`config.mk`:
```
export PLATFORM = sky130hd
export DESIGN_NAME = simon_decrypt_flat
export DESIGN_NICKNAME = d
export VERILOG_FILES = /design/src/rtl/simon_pkg.sv /design/src/rtl/simon_decrypt_if.sv /design/src/rtl/simon_key_step.sv /design/src/rtl/simon_decrypt.sv /design/src/flat_wrapper.sv
export SDC_FILE = /design/constraint.sdc
export NUM_CORES = 1
export LEC_CHECK = 0
export CORE_ASPECT_RATIO = 0.6
export CORE_MARGIN = 3
export CORE_UTILIZATION = 61
export CTS_BUF_LIST = sky130_fd_sc_hd__clkbuf_2
export CTS_CLUSTER_SIZE = 25
export DETAILED_ROUTE_END_ITERATION = 8
export GPL_TIMING_DRIVEN = 0
export PLACE_DENSITY = 0.95
export SYNTH_ARGS = -nofsm -noshare
export SYNTH_HDL_FRONTEND = slang
export SYNTH_SLANG_ARGS = --single-unit
```
`constraint.sdc`:
```
create_clock -name clk -period 6.2 [get_ports clk]
set_input_delay 0.62 -clock clk [delete_from_list [all_inputs] [get_ports clk]]
set_output_delay 0.62 -clock clk [all_outputs]
set_load 0.005 [all_outputs]
```
`src/rtl/simon_pkg.sv`:
```
`default_nettype none
// ============================================================================
// simon_pkg : shared Simon 32/64 constants, state type and rotation helpers
// Revision  : 1.0
// ============================================================================
package simon_pkg;

    localparam int WORD_W       = 16;
    localparam int KEY_WORDS    = 4;
    localparam int ROUNDS       = 32;
    localparam int EXPAND_STEPS = 28;

    localparam logic [WORD_W-1:0] C_CONST = 16'hFFFC;
    // Z0[61] holds sequence bit 0 (leftmost character of z0)
    localparam logic [61:0] Z0 =
        62'b11111010001001010110000111001101111101000100101011000011100110;

    typedef enum logic [1:0] {
        ST_IDLE    = 2'd0,
        ST_EXPAND  = 2'd1,
        ST_DECRYPT = 2'd2
    } state_t;

    function automatic logic [WORD_W-1:0] ror(input logic [WORD_W-1:0] v, input int unsigned n);
        return (v >> n) | (v << (WORD_W - n));
    endfunction

    function automatic logic [WORD_W-1:0] rol(input logic [WORD_W-1:0] v, input int unsigned n);
        return (v << n) | (v >> (WORD_W - n));
    endfunction

    // Indices past the end of the sequence only occur in don't-care key steps
    function automatic logic z0_bit(input logic [5:0] idx);
        return (idx < 6'd62) ? Z0[6'd61 - idx] : 1'b0;
    endfunction

endpackage
`default_nettype wire

```
`src/rtl/simon_decrypt_if.sv`:
```
`default_nettype none
// ============================================================================
// simon_decrypt_if : request/result bundle for the Simon 32/64 decryptor
// Revision         : 1.0
// ============================================================================
interface simon_decrypt_if;
    logic        start;
    logic [63:0] key;
    logic [31:0] cipher_text;
    logic [31:0] plain_text;
    logic        done;
    logic        busy;

    modport master (output start, key, cipher_text, input plain_text, done, busy);
    modport slave  (input start, key, cipher_text, output plain_text, done, busy);
endinterface
`default_nettype wire

```
`src/rtl/simon_key_step.sv`:
```
`default_nettype none
// ============================================================================
// simon_key_step : one forward (dir=0) or backward (dir=1) key-schedule step
// Revision       : 1.0
// ============================================================================
module simon_key_step
    import simon_pkg::*;
(
    input  wire logic [WORD_W-1:0] i_w0,
    input  wire logic [WORD_W-1:0] i_w1,
    input  wire logic [WORD_W-1:0] i_w2,
    input  wire logic [WORD_W-1:0] i_w3,
    input  wire logic              i_z,
    input  wire logic              i_dir,
    output logic      [WORD_W-1:0] o_key
);

    logic [WORD_W-1:0] w_tmp_a;
    logic [WORD_W-1:0] w_tmp;
    logic [WORD_W-1:0] w_base;

    // Backward step solves the forward recurrence for its oldest word:
    // the newest word takes the role of ~W0 and the mix uses the two words below it.
    always_comb begin
        w_tmp_a = i_dir ? (ror(i_w2, 3) ^ i_w0) : (ror(i_w3, 3) ^ i_w1);
        w_tmp   = w_tmp_a ^ ror(w_tmp_a, 1);
        w_base  = i_dir ? i_w3 : i_w0;
        o_key   = w_base ^ C_CONST ^ w_tmp ^ {{(WORD_W-1){1'b0}}, i_z};
    end

endmodule
`default_nettype wire

```
`src/rtl/simon_decrypt.sv`:
```
`default_nettype none
// ============================================================================
// simon_decrypt : iterative Simon 32/64 decryptor, forward key expansion then
//                 32 inverse rounds with on-the-fly backward key regeneration
// Revision      : 1.0
// ============================================================================
module simon_decrypt
    import simon_pkg::*;
(
    input  wire logic        clk,
    input  wire logic        reset,
    simon_decrypt_if.slave   bus
);

    localparam logic [5:0] c_EXPAND_LAST = 6'(EXPAND_STEPS - 1);
    localparam logic [5:0] c_J_FIRST     = 6'(EXPAND_STEPS);
    // j counts down from 28 through zero and wraps; 61 is j = -3, the 32nd round
    localparam logic [5:0] c_J_LAST      = 6'(EXPAND_STEPS + 64 - ROUNDS + 1);

    state_t            r_state;
    logic [5:0]        r_cnt;
    logic [WORD_W-1:0] r_w0, r_w1, r_w2, r_w3;
    logic [WORD_W-1:0] r_x, r_y;
    logic [31:0]       r_pt;
    logic              r_done;
    logic              r_busy;

    logic              w_dir;
    logic [5:0]        w_z_idx;
    logic              w_z;
    logic [WORD_W-1:0] w_knext;
    logic [WORD_W-1:0] w_f;
    logic [WORD_W-1:0] w_round_y;

    always_comb begin
        w_dir     = (r_state == ST_DECRYPT);
        w_z_idx   = w_dir ? (r_cnt - 6'd1) : r_cnt;
        w_z       = z0_bit(w_z_idx);
        w_f       = (rol(r_y, 1) & rol(r_y, 8)) ^ rol(r_y, 2);
        w_round_y = r_x ^ w_f ^ r_w3;
    end

    simon_key_step u_key_step (
        .i_w0  (r_w0),
        .i_w1  (r_w1),
        .i_w2  (r_w2),
        .i_w3  (r_w3),
        .i_z   (w_z),
        .i_dir (w_dir),
        .o_key (w_knext)
    );

    always_ff @(posedge clk) begin
        if (reset) begin
            r_state <= ST_IDLE;
            r_cnt   <= '0;
            r_w0    <= '0;
            r_w1    <= '0;
            r_w2    <= '0;
            r_w3    <= '0;
            r_x     <= '0;
            r_y     <= '0;
            r_pt    <= '0;
            r_done  <= 1'b0;
            r_busy  <= 1'b0;
        end else begin
            case (r_state)
                ST_IDLE: begin
                    if (bus.start) begin
                        r_w0    <= bus.key[15:0];
                        r_w1    <= bus.key[31:16];
                        r_w2    <= bus.key[47:32];
                        r_w3    <= bus.key[63:48];
                        r_x     <= bus.cipher_text[31:16];
                        r_y     <= bus.cipher_text[15:0];
                        r_cnt   <= '0;
                        r_done  <= 1'b0;
                        r_busy  <= 1'b1;
                        r_state <= ST_EXPAND;
                    end
                end
                ST_EXPAND: begin
                    r_w0 <= r_w1;
                    r_w1 <= r_w2;
                    r_w2 <= r_w3;
                    r_w3 <= w_knext;
                    if (r_cnt == c_EXPAND_LAST) begin
                        r_cnt   <= c_J_FIRST;
                        r_state <= ST_DECRYPT;
                    end else begin
                        r_cnt <= r_cnt + 6'd1;
                    end
                end
                ST_DECRYPT: begin
                    r_x  <= r_y;
                    r_y  <= w_round_y;
                    r_w3 <= r_w2;
                    r_w2 <= r_w1;
                    r_w1 <= r_w0;
                    r_w0 <= w_knext;
                    r_cnt <= r_cnt - 6'd1;
                    if (r_cnt == c_J_LAST) begin
                        r_pt    <= {r_y, w_round_y};
                        r_done  <= 1'b1;
                        r_busy  <= 1'b0;
                        r_state <= ST_IDLE;
                    end
                end
                default: begin
                    r_state <= ST_IDLE;
                    r_busy  <= 1'b0;
                end
            endcase
        end
    end

    assign bus.plain_text = r_pt;
    assign bus.done       = r_done;
    assign bus.busy       = r_busy;

endmodule
`default_nettype wire
```
`src/flat_wrapper.sv`:
```
// flat-port wrapper written by rule: the top's interface ports become plain ports
module simon_decrypt_flat import simon_pkg::*;
  (clk, reset, bus_start, bus_key, bus_cipher_text, bus_plain_text, bus_done, bus_busy);
  simon_decrypt_if bus_i ();
  input  wire logic clk;
  input  wire logic reset;
  input wire logic [$bits(bus_i.start)-1:0] bus_start;
  input wire logic [$bits(bus_i.key)-1:0] bus_key;
  input wire logic [$bits(bus_i.cipher_text)-1:0] bus_cipher_text;
  output wire logic [$bits(bus_i.plain_text)-1:0] bus_plain_text;
  output wire logic [$bits(bus_i.done)-1:0] bus_done;
  output wire logic [$bits(bus_i.busy)-1:0] bus_busy;
  assign bus_i.start = bus_start;
  assign bus_i.key = bus_key;
  assign bus_i.cipher_text = bus_cipher_text;
  assign bus_plain_text = bus_i.plain_text;
  assign bus_done = bus_i.done;
  assign bus_busy = bus_i.busy;
  simon_decrypt u_core (.clk(clk), .reset(reset), .bus(bus_i));
endmodule
```
# After elaboration in Yosys (flattened, before gate mapping)

Memory sizes are Yosys's and may differ from the RTL's.
Cells that the tools add are included.

Add/subtract/negate cells: 3
Magnitude comparators: 2
Equal/unequal tests: 7
Muxes and demuxes: 30
Bitwise operators: 17
Reductions and logical operators: 9

Operator list:

| cell                                                                         | number |
|---|---|
| 16-bit one-hot mux with 3 select lines                                       | 4 |
| 16-bit two-way mux                                                           | 8 |
| 16-bit XOR                                                                   | 7 |
| 16-bit one-hot mux with 2 select lines                                       | 2 |
| 13-bit by 16-bit bitwise OR with 16-bit output                               | 2 |
| 6-bit two-way mux                                                            | 3 |
| 6-bit one-hot mux with 3 select lines                                        | 1 |
| 16-bit bitwise AND                                                           | 1 |
| 15-bit by 16-bit bitwise OR with 16-bit output                               | 1 |
| 16-bit by 1-bit bitwise OR with 16-bit output                                | 1 |
| 16-bit by 2-bit bitwise OR with 16-bit output                                | 1 |
| 16-bit by 8-bit bitwise OR with 16-bit output                                | 1 |
| 16-bit by 1-bit XOR with 16-bit output                                       | 1 |
| 14-bit NOT                                                                   | 1 |
| 3-bit AND reduction                                                          | 3 |
| 6-bit by 7-bit less-than comparator with 1-bit output, second input constant | 1 |
| 6-bit by 1-bit adder with 6-bit output, second input constant                | 1 |
| 6-bit by 5-bit == test with 1-bit output, second input constant              | 1 |
| 6-bit == test, second input constant                                         | 1 |
| 6-bit less-than comparator, second input constant                            | 1 |
| 1-bit two-way mux                                                            | 6 |
| 2-bit two-way mux                                                            | 3 |
| 2-bit one-hot mux with 3 select lines                                        | 1 |
| 2-bit AND reduction                                                          | 3 |
| 12 further kinds                                                             | 13 |

Bits in registers: 138
Bits in read-only memories: 64
Logic and storage cells: 80
Memories kept: 1

Memories:

| memory           | depth | bits a word | rd ports | clocked after memory_dff | write ports | line            | RTL |
|---|---|---|---|---|---|---|---|
| (name not given) | 64    | 1           | 1        | 0                        | 0           | simon_pkg.sv:34 | `return (idx < 6'd62) ? Z0[6'd61 - idx] : 1'b0;` |

# Logic depth before layout (Yosys ltp)

Gate-level depths: netlist (run 1).

Word-level depth: 8
Gate-level depth with buffers: 19

# Cells and area by module

Synthesis (run 1) repeated with hierarchy kept, for this count alone.

Cells, all modules: 1036
Area total of the unflattened synthesis: 8508.2 sq um

By module, submodules not included:

| module         | times used | cells each | area each (sq um) | sequential area each (sq um) |
|---|---|---|---|---|
| simon_decrypt  | 1          | 951        | 7443.4            | 2762.6 |
| simon_key_step | 1          | 85         | 1064.8            | 0.0 |

# Worst setup path after synthesis (run 1)

OpenSTA, ideal clock, no wires.

Path type: flip-flop to flip-flop
From: register u_core.r_state[0]
To: register u_core.r_w3[0]
Library setup time: 0.131 ns
Arrival time: 3.921 ns
Required time: 6.069 ns
Setup slack: 2.148 ns
Cell stages (with the launch flop): 18
Period minus slack after synthesis: 4.052 ns
Cells stage by stage: dfxtp_1 inv_1 ha_1 clkbuf_2 clkbuf_1 buf_2 clkbuf_1 clkbuf_1 nand2_1 xnor2_1 ha_1 or2_2 a211oi_2 o221ai_1 or4_1 o22ai_2 xnor2_1 o22ai_1

Word-level cells in the longest chain between the ends: 8
Elaborated cells between the ends (all ways): 19
Those cells by class: add/sub (1); order compare (1); eq/ne (3); mux (6); bitwise (4); reduce/logical (3); memory (1)

RTL lines:

| element                                 | line                 | RTL |
|---|---|---|
| from (decl)                             | simon_decrypt.sv:20  | `state_t r_state;` |
| from (signal assigned)                  | simon_decrypt.sv:55  | `r_state <= ST_IDLE;` |
| from (signal assigned)                  | simon_decrypt.sv:79  | `r_state <= ST_EXPAND;` |
| from (signal assigned)                  | simon_decrypt.sv:89  | `r_state <= ST_DECRYPT;` |
| 2-bit == test *                         | simon_decrypt.sv:36  | `w_dir = (r_state == ST_DECRYPT);` |
| named net u_core.u_key_step.i_dir       | simon_key_step.sv:14 | `input wire logic i_dir,` |
| 6-bit two-way mux                       | simon_decrypt.sv:37  | `w_z_idx = w_dir ? (r_cnt - 6'd1) : r_cnt;` |
| 6-bit subtractor                        | simon_pkg.sv:34      |  |
| memory read 64 x 1 bit                  | -                    |  |
| 1-bit two-way mux (implied by the code) | simon_pkg.sv:34      |  |
| 1-bit two-way mux                       | simon_pkg.sv:34      |  |
| 16-bit by 1-bit XOR with 16-bit output  | simon_key_step.sv:28 | `o_key = w_base ^ C_CONST ^ w_tmp ^ {{(WORD_W-1){1'b0}}, i_z};` |
| 16-bit one-hot mux with 3 select lines  | simon_decrypt.sv:67  | `case (r_state)` |
| to (signal assigned)                    | simon_decrypt.sv:73  | `r_w3 <= bus.key[63:48];` |
| to (signal assigned)                    | simon_decrypt.sv:86  | `r_w3 <= w_knext;` |
| to (signal assigned)                    | simon_decrypt.sv:97  | `r_w3 <= r_w2;` |
| to (decl)                               | simon_decrypt.sv:22  | `logic [WORD_W-1:0] r_w0, r_w1, r_w2, r_w3;` |

Mark *: on every way through the listed nets, which the timed path passes. The rest lies on a longest branch. The select of a mux whose other input is x is not followed.
A chain may end at the register's enable or synchronous reset.

# Worst setup path in the final report (run 1)

Same ends and word-level chain as after synthesis.

==> results.py, run 1 <==
metrics = {
    "clock_tree": {
        "cts_max_level": 4,
        "ctsHoldBuffers": 0,
        "cts_resized": 0,
        "cts.reportedPaths.clkPinSlew_ps": 250,
        "cts-root-buf": "clkbuf_2",
        "insertion_delay_ps": 750,
        "tritoncts": "yes",
        "clock-sinks": 138,
        "cts-buffers-inserted": 17,
        "cts_setup_buffers": 0,
        "clock_path_buffers": 2,
    },
    "timing": {
        "rsz0062_at_grt": "no",
        "period_minus_slack_ps": 5307,
        "period_share_pct": 85.60,
        "clock_skew_ps": 44.56,
        "worst_pin_slew_ps": 911.5,
        "slew_headroom_pct": 39.23,
        "final-hold-violation-count": 0,
        "clock.fmax_mhz": 188.4,
        "drv_slew": 0,
        "setup_violations": 0,
        "tns_ps": 0,
    },
    "global_routing": {
        "grt_pass1_wl_mm": 47.07,
        "antenna_found_initial": 0,
        "overflow": 0,
        "grt_pass1_vias": 8499,
        "grt_start_max_net_pins": 17,
        "grt_usage_pct": 39.21,
    },
    "worst_setup_path": {
        "reg2regPathDepth": 17,
        "crit_path_top_delay_cell": "or4_1",
        "critPathArrivalTime_ps": 5960,
        "r2r_slack_ps": 890,
        "worstSetupEndpoint": "u_core.r_w3[0]",
        "timing.rr.end": "u_core.r_w3[0]",
        "crit_top_cell": "clkbuf_1",
        "cpPeakStageDelay_ps": 540,
        "crit_path_start_kind": "flip-flop",
        "r2r-start": "u_core.r_state[0]",
        "worstPathCellList": "inv_1, ha_1, clkbuf_2, clkbuf_1, buf_2, clkbuf_1, clkbuf_1, nand2_1, xnor2_1, ha_1, or2_2, a211oi_2, o221ai_1, or4_1, o22ai_2, xnor2_1, o22ai_1",
        "endpoint_kind": "flip-flop",
        "cp.required_ps": 6850,
        "startpoint": "u_core.r_state[0]",
        "critPathMaxFanout": 10,
        "crit_type": "reg -> reg",
    },
    "finish": {
        "antenna_cells": 0,
        "final_cell_area_um2": 10300,
        "synthToLayoutAreaGrowth_pct": 20.77,
        "drive_gt1_share_pct": 4.671,
        "ff_latch_area_um2": 2763,
        "multiInputGateArea_um2": 5324,
        "nets": 1363,
        "fill_cells": 1012,
    },
    "drt": {
        "wl_per_cell_um": 21.66,
        "wl_mm": 31.41,
        "vias": 9423,
        "drt_pass1_iterations": 6,
        "vias_per_cell": 6.499,
        "drtIter0Drc": 1723,
        "drtAntennaViolNets": 0,
        "drc_errors": 0,
    },
    "power": {
        "comb_power_share_pct": 66.6,
        "p_int_mw": 2.998,
        "cellLeakagePower_nw": 3.642,
        "power_switching_mw": 3.686,
        "power_frac_clock_pct": 7.9,
        "irDropWorstVdd_v": 0.0003254,
        "sw_frac_of_total_pct": 55.15,
        "pwr-share-seq_pct": 25.6,
        "powerDensity_nw_per_um2": 648.7,
    },
    "synth": {
        "async_flop_share_pct": 0,
        "synth.avg_cell_area_um2": 7.762,
        "synth_area_um2": 8531,
        "synth-seq-area-share_pct": 32.38,
        "ys_warn_count": 0,
        "ys_top_cells_by_count": "nor2_1 (200), dfxtp_1 (138), a21oi_1 (125)",
        "ys_dominant_reg_cell": "dfxtp_1",
        "yosysMostFrequentCell": "nor2_1",
        "synth_area_leaders": "dfxtp_1 (32%), nor2_1 (8.8%), xnor2_1 (8.6%)",
        "synth.distinct_cells": 60,
        "syn_inst": 1099,
        "netlist.area_leader.share_pct": 32.38,
        "ys_ff_latch": 138,
        "synth-edff-count": 0,
        "synthesis.nets": 1212,
        "yosys.area.top_type": "dfxtp_1",
    },
    "floorplan": {
        "fp.dieH_um": 97.60,
        "pin_count": 133,
        "start_util_pct": 64.37,
        "core.rowCount": 32,
        "core-area_um2": 13250,
        "dieArea_um2": 15490,
        "dieWidth_um": 158.7,
    },
    "placement": {
        "place.gp.congestion": 1.030,
        "dpl_cell_area_um2": 10090,
        "dp_hpwl_mm": 23.61,
        "portBuffers": 132,
    },
    "run_status": {
        "status": "finished, final reports clean",
    },
    "worst_hold_path": {
        "hold_class": "reg -> reg",
    },
    "run": {
        "max-cap-violations": 0,
    },
}
[per-stage QoR]
stage	util, %	std cells	power [mW]	setup slack, ps	hold WS, ps
2_1_floorplan	-	1099	4.632	2148	452.7
3_3_place_gp	76.10	1418	5.773	1143	444.5
3_5_place_dp	76.10	1418	5.868	1059	448.8
4_1_cts	77.74	1450	6.397	1015	454.4
5_1_grt	77.74	1450	6.971	580.7	454.1
6_report	77.74	1450	6.684	893.0	474.1
[power by group through the flow]
stage	logic (mW)	clock network, mW	registers (mW)
final	4.45	0.525	1.71
after CTS	4.22	0.516	1.66
after detailed placement	4.18	0	1.68
after global placement	4.10	0	1.68
after global routing	4.70	0.556	1.72
after floorplan	3.13	0	1.50
[layout make-up]
| type | instances | share of cell area (%) |
|---|---|---|
| clock inverters | 15 | 1.275 |
| inverters | 9 | 0.3279 |
| flip-flops and latches | 138 | 26.82 |
| repair buffers | 132 | 12.82 |
| well taps | 187 | 2.271 |
| multi-input cells | 858 | 51.68 |
| plain buffers | 94 | 3.983 |
| clock buffers | 17 | 0.8258 |
[routing by layer]
metal,vias to the layer above,part of all wire [%],track usage [%]
met5,-,0,0
met4,0,3.1,12.29
met3,125,19,16.38
met2,882,38,50.37
met1,4245,40,58.25
li1,4171,-,-
[cells in the final DEF (no fill, tap or decap), types with 2 or more instances in the layout]
| cell | synthesis | final |
|---|---|---|
| nor2_1 | 200 | 200 |
| dfxtp_1 | 138 | 138 |
| clkdlybuf4s50_1 | 0 | 132 |
| a21oi_1 | 125 | 125 |
| nand2_1 | 98 | 98 |
| xnor2_1 | 84 | 84 |
| a211oi_1 | 83 | 83 |
| clkbuf_1 | 70 | 70 |
| a22oi_1 | 65 | 65 |
| xor2_1 | 39 | 39 |
| mux2i_1 | 35 | 35 |
| a211o_1 | 31 | 31 |
| clkbuf_2 | 1 | 18 |
| o21ai_0 | 18 | 18 |
| ha_1 | 14 | 14 |
| inv_1 | 9 | 9 |
| buf_1 | 9 | 9 |
| nand3_1 | 8 | 8 |
| buf_2 | 6 | 6 |
| inv_6 | 0 | 6 |
| nand2b_1 | 5 | 5 |
| nor3_1 | 5 | 5 |
| buf_6 | 4 | 4 |
| or2_2 | 4 | 4 |
| and3_1 | 4 | 4 |
| inv_8 | 0 | 3 |
| clkinv_4 | 0 | 3 |
| and2_1 | 2 | 2 |
| or2b_2 | 2 | 2 |
| buf_4 | 2 | 2 |
| o32ai_1 | 2 | 2 |
| a32oi_1 | 2 | 2 |
| or3_2 | 2 | 2 |
| o22ai_1 | 2 | 2 |
| clkinvlp_4 | 0 | 2 |
[logic make-up after synthesis]
| kind of cell | Yosys count | share of synthesized area (%) |
|---|---|---|
| multiplexers | 35 | 4.107 |
| buffers and inverters | 103 | 5.207 |
| AO/OA/AOI/OAI | 346 | 27.00 |
| AND/OR/NAND/NOR | 339 | 16.43 |
| flip-flops | 138 | 32.38 |
| adder cells (fa/ha/maj) | 14 | 2.053 |
| XOR/XNOR | 124 | 12.82 |
[worst max-delay path: cells and delay by family, from the launching register on]
kind	cells	cell delay, ps
buffers and inverters	6	2180
flip-flops	1	400
AO/OA/AOI/OAI	4	680
adder cells (fa/ha/maj)	2	530
AND/OR/NAND/NOR	3	1010
XOR/XNOR	2	410
[worst min-delay path by stage]
stage	start	end	slack, ps	cells after the start
6_report	u_core.bus.plain_text[26]	u_core.bus.plain_text[26]	470	2
5_1_grt	bus_cipher_text[20]	u_core.r_x[4]	450	3
4_1_cts	bus_cipher_text[26]	u_core.r_x[10]	450	3
3_5_place_dp	u_core.bus.plain_text[21]	u_core.bus.plain_text[21]	450	2
3_3_place_gp	u_core.bus.plain_text[24]	u_core.bus.plain_text[24]	440	2
2_1_floorplan	u_core.bus.plain_text[16]	u_core.bus.plain_text[16]	450	2
[sequential cells by signal, summed over array words and instances (netlist names)]
| signal | flops |
|---|---|
| u_core.r_state | 2 |
| u_core.r_w3 | 16 |
| u_core.bus.plain_text | 32 |
| u_core.bus.busy | 1 |
| u_core.r_y | 16 |
| u_core.r_w0 | 16 |
| u_core.r_x | 16 |
| u_core.r_cnt | 6 |
| u_core.r_w2 | 16 |
| u_core.bus.done | 1 |
| u_core.r_w1 | 16 |
Power figures use the tool's default switching activity.
==> run 2, diff against run 1 <==
--- a/config.mk
+++ b/config.mk
@@ -5,9 +5,10 @@
 export SDC_FILE = /design/constraint.sdc
 export NUM_CORES = 1
 export LEC_CHECK = 0
+export ABC_AREA = 1
 export CORE_ASPECT_RATIO = 0.6
 export CORE_MARGIN = 3
-export CORE_UTILIZATION = 61
+export CORE_UTILIZATION = 60
 export CTS_BUF_LIST = sky130_fd_sc_hd__clkbuf_2
 export CTS_CLUSTER_SIZE = 25
 export DETAILED_ROUTE_END_ITERATION = 8
==> results.py, run 2 <==
metrics = {
    "floorplan": {
        "dieArea_um2": 15310,
        "fp.dieH_um": 97.05,
        "dieWidth_um": 157.7,
        "core-area_um2": 13170,
        "core.rowCount": 32,
        "start_util_pct": 62.93,
        "pin_count": 133,
    },
    "drt": {
        "wl_per_cell_um": 22.80,
        "vias": 9942,
        "drt_pass1_iterations": 7,
        "drtAntennaViolNets": 0,
        "wl_mm": 34.54,
        "drtIter0Drc": 1719,
        "vias_per_cell": 6.562,
        "drc_errors": 0,
    },
    "synth": {
        "synth_area_um2": 8289,
        "synth_area_leaders": "dfxtp_1 (33%), nand2_1 (13%), o21ai_0 (8.8%)",
        "synth-simple-area-share_pct": 19.31,
        "synth.distinct_cells": 41,
        "yosysMostFrequentCell": "nand2_1",
        "synth_compound_area_share_pct": 27.88,
        "netlist.area_leader.share_pct": 33.33,
        "ys_dominant_reg_cell": "dfxtp_1",
        "synth-edff-count": 0,
        "yosys.area.top_type": "dfxtp_1",
        "synth.avg_cell_area_um2": 7.019,
        "synth_fa_ha_area_share_pct": 2.113,
        "ys_ff_latch": 138,
        "muxShareOfSynthArea_pct": 0,
        "synthesis.nets": 1294,
        "syn_inst": 1181,
        "ys_top_cells_by_count": "nand2_1 (282), o21ai_0 (146), a21oi_1 (139)",
        "synth_top_family_by_area": "compound AO/OA/AOI/OAI gates",
        "ys_warn_count": 0,
        "async_flop_share_pct": 0,
        "synth-seq-area-share_pct": 33.33,
        "synth_xor_area_share_pct": 10.14,
    },
    "finish": {
        "final_common_cell": "nand2_1",
        "final_cell_area_um2": 10050,
        "layout.core_utilization_pct": 76.33,
        "fill_cells": 1030,
        "final_cell_mix": "nand2_1 (282), o21ai_0 (146), a21oi_1 (139), dfxtp_1 (138), clkdlybuf4s50_1 (132)",
        "drive_gt1_share_pct": 6.245,
        "multiInputGateArea_um2": 4927,
        "largest_register_ffs": 32,
        "antenna_cells": 0,
        "ff_latch_area_um2": 2763,
        "synthToLayoutAreaGrowth_pct": 21.30,
        "nets": 1445,
    },
    "timing": {
        "slew_headroom_pct": 44.33,
        "setup_violations": 0,
        "worst_pin_slew_ps": 835.0,
        "tns_ps": 0,
        "clock.fmax_mhz": 323.6,
        "clock_skew_ps": 44.12,
        "drv_slew": 0,
        "period_minus_slack_ps": 3091,
        "rsz0062_at_grt": "no",
        "period_share_pct": 49.85,
        "final-hold-violation-count": 0,
    },
    "clock_tree": {
        "cts-buffers-inserted": 17,
        "clock_path_buffers": 2,
        "tritoncts": "yes",
        "insertion_delay_ps": 750,
        "cts-root-buf": "clkbuf_2",
        "cts.reportedPaths.clkPinSlew_ps": 250,
        "cts_resized": 0,
        "clock-sinks": 138,
        "cts_setup_buffers": 0,
        "ctsHoldBuffers": 0,
        "cts_max_level": 4,
    },
    "worst_setup_path": {
        "critPathArrivalTime_ps": 3780,
        "crit_top_cell": "nand2_1",
        "worstPathCellList": "inv_1, ha_1, inv_1, nand2_1, nand2_1, nand2_1, nand2_1, inv_1, ha_1, clkbuf_1, o21a_1, nand3_1, nand3_1, nand3_1, nand2_1, nand2_1, nand2_1, nand3_1, nand2_1, nand2_1, a21oi_1",
        "endpoint_kind": "flip-flop",
        "crit_type": "reg -> reg",
        "critPathMaxFanout": 10,
        "crit_path_top_delay_cell": "dfxtp_1",
        "crit_path_start_kind": "flip-flop",
        "cp.required_ps": 6890,
        "cpPeakStageDelay_ps": 490,
    },
    "global_routing": {
        "grt_usage_pct": 43.92,
        "antenna_found_initial": 0,
        "grt_pass1_vias": 9150,
        "grt_start_max_net_pins": 17,
        "overflow": 0,
        "grt_pass1_wl_mm": 51.31,
    },
    "placement": {
        "dp_hpwl_mm": 26.04,
        "dpl_cell_area_um2": 9823,
        "portBuffers": 132,
        "place.gp.congestion": 1.062,
    },
    "power": {
        "cellLeakagePower_nw": 3.666,
        "powerDensity_nw_per_um2": 609.5,
        "fin_total_pwr_mw": 6.128,
        "irDropWorstVdd_v": 0.0004270,
    },
    "run_status": {
        "status": "finished, final reports clean",
    },
    "worst_hold_path": {
        "hold_class": "in -> reg",
    },
    "run": {
        "max-cap-violations": 0,
    },
}
## run 2: cell types whose count changed after synthesis, moves of 52 or more
cell,change
a211oi_1,-82
nand3_1,+52
nand2_1,+184
a22oi_1,-65
nor2_1,-160
o21ai_0,+128
## run 2: routing by layer
metal | vias up | track usage, % | routed length, um
met2 | 955 | 55.99 | 12770
met1 | 4527 | 63.52 | 13870
met5 | - | 4.422 | 90
li1 | 4309 | - | -
met3 | 149 | 20.92 | 6603
met4 | 2 | 14.33 | 1206
## run 2: worst max-delay path, delay by kind of cell, from the launching register on
family	cells	cell delay, ps
AND/OR/NAND/NOR	13	1060
adder cells (fa/ha/maj)	2	590
buffers and inverters	4	570
flip-flops	1	490
AO/OA/AOI/OAI	2	340
## run 2: metrics by stage
step	cells	hold WS [ps]	setup WS (ps)
final	1515	441.6	3109
after global placement	1483	451.6	3259
after floorplan	1181	457.4	3693
after CTS	1515	441.0	3225
after detailed placement	1483	460.3	3198
after global routing	1515	434.3	2854
## run 2: kinds of logic (layout without fill, tap and decap cells)
family	Yosys count	in the layout
xor gates and xnor gates	96	96
AOI/OAI and AO/OA	402	402
buffers and inverters	136	300
DFF	138	138
adders and majority gates	14	14
and+or+nand+nor	395	395
## run 2: worst paths after layout
kind                            slack (ps)                   endpoint                       from  cells past startpoint
worst max register to register        3110             u_core.r_w0[0]            u_core.r_cnt[0]                     21
worst max-delay path                  3110             u_core.r_w0[0]            u_core.r_cnt[0]                     21
worst min register to register         480  u_core.bus.plain_text[22]  u_core.bus.plain_text[22]                      2
worst min-delay path                   440              u_core.r_x[4]        bus_cipher_text[20]                      3
## run 2: where the power goes
| group | switching (mW) | internal, mW | total [mW] |
|---|---|---|---|
| sequential | 0.469 | 1.20 | 1.67 |
| clock | 0.395 | 0.157 | 0.552 |
| combinational | 2.57 | 1.34 | 3.91 |
## run 2: final cells by class
class	count	share of cell area, %
buffer	85	4.057
inverter	51	1.904
sequential	138	27.48
clock buffer	18	0.8960
timing repair buffer	132	13.14
clock inverter	14	1.406
multi-input combinational	907	49.00
tap	170	2.115
